<file path="src/rtl/hash_tx_scheduler_pkg.sv">
// Shared definitions for the hash transmit scheduler: FSM encoding,
// byte width and a constant-evaluable ceil(log2) helper.
package hash_tx_scheduler_pkg;

  localparam int BYTE_W = 8;

  typedef enum logic [1:0] {
    IDLE = 2'd0,
    SEND = 2'd1,
    DONE = 2'd2
  } state_t;

  // Smallest r with 2**r >= value; usable in parameter expressions.
  function automatic int clog2(input int value);
    int result;
    result = 0;
    while ((1 << result) < value) begin
      result = result + 1;
    end
    return result;
  endfunction

endpackage

</file>
<file path="src/rtl/hash_tx_scheduler_rr_arbiter.sv">
// Combinational round-robin arbiter: picks the first set request at or above
// the pointer, wrapping to the lowest set request when none lies above it.
module hash_tx_scheduler_rr_arbiter
  import hash_tx_scheduler_pkg::*;
#(
  parameter int NUM_REQ = 2,
  parameter int IDW     = 1
) (
  input  logic [NUM_REQ-1:0] req,
  input  logic [IDW-1:0]     ptr,
  output logic [NUM_REQ-1:0] grant,
  output logic [IDW-1:0]     grant_id
);

  logic any_req;

  assign any_req = |req;

  // Lowest set request overall, overridden by the lowest set request >= ptr.
  always_comb begin
    grant_id = '0;
    for (int k = NUM_REQ - 1; k >= 0; k--) begin
      if (req[k]) begin
        grant_id = IDW'(k);
      end
    end
    for (int k = NUM_REQ - 1; k >= 0; k--) begin
      if (req[k] && (IDW'(k) >= ptr)) begin
        grant_id = IDW'(k);
      end
    end
  end

  // One-hot grant derived from the chosen index; empty when nobody asks.
  for (genvar gi = 0; gi < NUM_REQ; gi++) begin : g_grant
    assign grant[gi] = any_req && (grant_id == IDW'(gi));
  end

endmodule

</file>
<file path="src/rtl/hash_tx_scheduler.sv">
// Shares one byte-serial transmit channel between NUM_REQ hash producers.
// A granted hash is latched, sent LSB byte first over valid/ready, and the
// requester is then acknowledged with a one-cycle pulse.
module hash_tx_scheduler
  import hash_tx_scheduler_pkg::*;
#(
  parameter  int NUM_REQ = 2,
  parameter  int HASH_W  = 64,
  localparam int IDW     = clog2(NUM_REQ)
) (
  input  logic                      Clock,
  input  logic                      Reset,
  input  logic [NUM_REQ-1:0]        Req,
  input  logic [NUM_REQ*HASH_W-1:0] Hash,
  output logic [NUM_REQ-1:0]        Ack,
  output logic [BYTE_W-1:0]         Byte,
  output logic                      ByteValid,
  input  logic                      ByteReady,
  output logic                      First,
  output logic                      Last,
  output logic                      Busy,
  output logic [IDW-1:0]            GrantId
);

  localparam int NBYTES = HASH_W / BYTE_W;
  localparam int CW     = (clog2(NBYTES) < 1) ? 1 : clog2(NBYTES);

  state_t              state_reg, state_next;
  logic [IDW-1:0]      ptr_reg;
  logic [IDW-1:0]      grant_reg;
  logic [CW-1:0]       count_reg;
  logic [HASH_W-1:0]   shift_reg;
  logic [HASH_W-1:0]   hash_arr [NUM_REQ];
  logic [NUM_REQ-1:0]  arb_grant;
  logic [IDW-1:0]      arb_id;
  logic                req_any;
  logic                last_beat;

  for (genvar gi = 0; gi < NUM_REQ; gi++) begin : g_hash
    assign hash_arr[gi] = Hash[gi*HASH_W +: HASH_W];
  end

  hash_tx_scheduler_rr_arbiter #(
    .NUM_REQ (NUM_REQ),
    .IDW     (IDW)
  ) u_arb (
    .req      (Req),
    .ptr      (ptr_reg),
    .grant    (arb_grant),
    .grant_id (arb_id)
  );

  assign req_any   = |arb_grant;
  assign last_beat = (count_reg == CW'(NBYTES - 1));
  assign Busy      = (state_reg != IDLE);
  assign GrantId   = grant_reg;

  // State register; reset aborts any frame in flight without an Ack.
  always_ff @(posedge Clock) begin
    if (!Reset) begin
      state_reg <= IDLE;
    end else begin
      state_reg <= state_next;
    end
  end

  // Next-state and output decode from the current state.
  always_comb begin
    state_next = state_reg;
    Ack        = '0;
    Byte       = '0;
    ByteValid  = 1'b0;
    First      = 1'b0;
    Last       = 1'b0;
    case (state_reg)
      IDLE: begin
        if (req_any) begin
          state_next = SEND;
        end
      end
      SEND: begin
        ByteValid = 1'b1;
        Byte      = shift_reg[BYTE_W-1:0];
        First     = (count_reg == '0);
        Last      = last_beat;
        if (ByteReady && last_beat) begin
          state_next = DONE;
        end
      end
      DONE: begin
        Ack[grant_reg] = 1'b1;
        state_next     = IDLE;
      end
      default: begin
        state_next = IDLE;
      end
    endcase
  end

  // Datapath: latch hash on grant, shift per accepted byte, advance pointer.
  always_ff @(posedge Clock) begin
    if (!Reset) begin
      ptr_reg   <= '0;
      grant_reg <= '0;
      count_reg <= '0;
      shift_reg <= '0;
    end else begin
      case (state_reg)
        IDLE: begin
          if (req_any) begin
            shift_reg <= hash_arr[arb_id];
            grant_reg <= arb_id;
            count_reg <= '0;
          end
        end
        SEND: begin
          if (ByteReady) begin
            shift_reg <= shift_reg >> BYTE_W;
            count_reg <= count_reg + 1'b1;
          end
        end
        DONE: begin
          ptr_reg <= (grant_reg == IDW'(NUM_REQ - 1)) ? '0 : grant_reg + 1'b1;
        end
        default: begin
        end
      endcase
    end
  end

endmodule

</file>
<file path="config.mk">
export PLATFORM = sky130hd
export DESIGN_NAME = hash_tx_scheduler
export DESIGN_NICKNAME = d
export VERILOG_FILES = /design/src/rtl/hash_tx_scheduler_pkg.sv /design/src/rtl/hash_tx_scheduler_rr_arbiter.sv /design/src/rtl/hash_tx_scheduler.sv
export SDC_FILE = /design/constraint.sdc
export NUM_CORES = 1
export LEC_CHECK = 0
export BUFFER_PORTS_ARGS = -buffer_cell sky130_fd_sc_hd__buf_2
export CELL_PAD_IN_SITES_DETAIL_PLACEMENT = 0
export CELL_PAD_IN_SITES_GLOBAL_PLACEMENT = 1
export CORE_AREA = 8 8 116 118
export CTS_CLUSTER_SIZE = 24
export DETAILED_ROUTE_END_ITERATION = 8
export DIE_AREA = 0 0 124 126
export PLACE_DENSITY = 0.81
export SLEW_MARGIN = 40
export SYNTH_ARGS = -nofsm -noshare
export SYNTH_HDL_FRONTEND = slang
export SYNTH_SLANG_ARGS = --single-unit
</file>
<file path="constraint.sdc">
create_clock -name Clock -period 1.7 [get_ports Clock]
set_clock_uncertainty 0.1 [all_clocks]
set_input_delay 0.17 -clock Clock [delete_from_list [all_inputs] [get_ports Clock]]
set_output_delay 0.17 -clock Clock [all_outputs]
set_load 0.005 [all_outputs]
</file>
==> run metrics <==
Yosys reg bits=just over 70; M1 GR Usage=0.196; # diodes=0; placed inst area=approximately 0.0048 mm^2; GR Util met2=0.267; clock buffer count from CTS=9; vias in the first global route=between 4000 and 5000; CTS clk-pin slew, worst paths=60 ps; Clock Sinks=71; Starting DRT DRC Count=roughly 180; count leader, synth=a21oi_1; share of layout cells above drive strength 1=0.425; post-synthesis cell type count=33; H-tree depth=3; internal power=4050 uW; sequential area share after synthesis=0.360; CP Launch Type=flop; CORE AREA=~0.012 mm^2; Worst-Margin Slew=between 300 and 400 ps; Post-synth EDFFs=0; drt first pass iters=4; WL final=between 10 and 15 mm; Yosys warnings=0; fin util=0.446; Avg Synthesized Cell Area=~8 um^2; DRC Markers=0; die width=124 um; Clk Latency, worst-skew pair=330 ps; Root Buffer=clkbuf_16; TritonCTS clock tree=built; crit path kind=flop to flop; crit-path max FO=15; crit path capture type=flop; Period minus WS final=approximately 1600 ps; mapped cell area=approximately 0.0040 mm^2; total grt overflow=0; Sequential Power Share=0.356; Req. time, crit path=between 1500 and 2000 ps; Period Utilization, post-route=0.943; sw frac=0.273; Overall Global Routing Usage=0.159; Final Cell Area=between 0.005 and 0.006 mm^2; WP data arrival=~1700 ps; outcome=finished clean; placer congestion estimate=0.755; Comb pwr share=0.245; Async S/R FF share, synth=0; r2r setup slk=between 90 and 100 ps; post-DR wirelength/cell=roughly 17 um; Clk pwr share=0.399; Setup TNS=0 ps; initial core utilization=0.338; final cell count without fillers=approximately 760; Vert. Die Dim=126 um; top-area cell type share of the netlist area=0.360; HP Class=input pin to flop; area grow syn2layout=32.3%; P_sw=around 1500 uW; Clock Path Buffers=2; Leak=0.00225 uW; Final Hold Vio Count=0; Vias=between 4000 and 5000; I/O Buffers=between 100 and 150; top_reg_cell synth=dfxtp_1; top cells by count, synth=a21oi_1 (106), dfxtp_1 (71), nand2_1 (70), a31o_2 (48), o31ai_1 (48); antenna violations before repair=0; register area=approximately 0.0014 mm^2; RSZ-0062 raised after global routing=no; # rows=40; Final Slew Violations=0; met3 Resource Use GR=0.0416; Nets=741; Yosys top cell by area=dfxtp_1; Synth area leaders=dfxtp_1 (36%), a21oi_1 (13%), a31o_2 (11%); Final HPWL DP=between 8 and 9 mm; Power per Cell Area=1070 mW/mm^2; Min Hold Slack=approximately 25 ps; area of the multi-input gates=about 0.0022 mm^2; synthesized instance count=480; largest net degree at the start of global routing=65; Max Cap Viol=0; layer with the highest usage=met2; first-pass GRT wire length=20.0 mm; max_slew headroom=0.745; peak supply drop=573 uV; post-synth net total=slightly above 600; max frequency=~620 MHz; placed cells=733; top-level port count=around 150; Filler cells=1205; DRT antenna net count=0; max FFs per register=64; die area=0.0156 mm^2; drt via density=~5.3; # setup viols final=0
## worst max-delay path, stage by stage (launching register included)
cell and delay, ps:
dfxtp_2 420, nor2b_4 80, buf_4 140, bufbuf_16 280
a31o_2 210, a21oi_1 160, o31ai_1 90
## cell families (layout without fill, tap and decap cells)
kind of cell,Yosys count,count (layout),synth area share
flops,71,71,0.360
mux,8,8,0.0203
simple gates,102,102,0.118
compound gates,238,238,0.411
buf+inv,58,188,0.0817
fa+ha+maj,3,3,0.00950
## routing by layer
metal,part of all wire,vias to the layer above
met4,0.0069,0
met2,0.48,138
met5,0,-
li1,-,2026
met3,0.088,7
met1,0.42,1865
## final timing paths
path / cells after the start / startpoint / to
max: 6 / state_reg[1] / shift_reg[36]
min: 3 / Hash[126] / shift_reg[62]
max reg2reg: 6 / state_reg[1] / shift_reg[36]
min reg2reg: 2 / shift_reg[7] / shift_reg[7]
## metrics by stage
stage	setup slack, ps	power (uW)
final	97.3	5570
after floorplan	247	2880
after global routing	44.5	5840
after detailed placement	62.8	3290
after CTS	19.3	5600
after global placement	136	3260
## cell usage in the layout (no fill, tap or decap), types with 2 or more instances in the layout
cell type	synthesis	final
buf_4	9	13
a21oi_1	106	104
nand2b_2	0	2
mux2i_1	8	8
a31o_2	48	48
buf_12	0	6
inv_1	4	4
o31ai_1	48	48
a21boi_0	2	2
o31ai_2	8	8
ha_1	3	3
and2_1	10	9
nor2b_1	4	4
bufinv_16	0	3
clkbuf_16	0	9
nand2_1	70	69
nor2_1	5	4
dfxtp_1	71	69
o21ai_0	6	6
o21ai_1	2	2
clkbuf_8	0	2
nand4b_1	2	2
buf_2	33	147
a21oi_2	8	10
a31o_1	8	8
## cell type report
type,instances,area share
Timing Repair Buffer,168,0.194
Tap cell,147,0.0352
Clock inverter,5,0.0199
Clock buffer,11,0.0483
Multi-Input combinational cell,351,0.427
Inverter,4,0.00287
Sequential cell,71,0.273
## power by group through the flow
stage / Combinational (uW) / Clock [uW] / Sequential [uW]
final: 1370 / 2220 / 1980
after global placement: 1240 / 0 / 2010
after CTS: 1360 / 2250 / 1990
after global routing: 1510 / 2340 / 2000
after detailed placement: 1270 / 0 / 2020
after floorplan: 906 / 0 / 1980
## timing repair
item | 4_1_cts | 5_1_grt
resized for setup | 3 | 3
gates cloned | 2 | 0
hold buffers | 0 | 0
pin swaps | 0 | 1
buffers inserted | 2 | 4
setup endpoints to repair | 11 | 12
(Power assumes the default switching activity.)
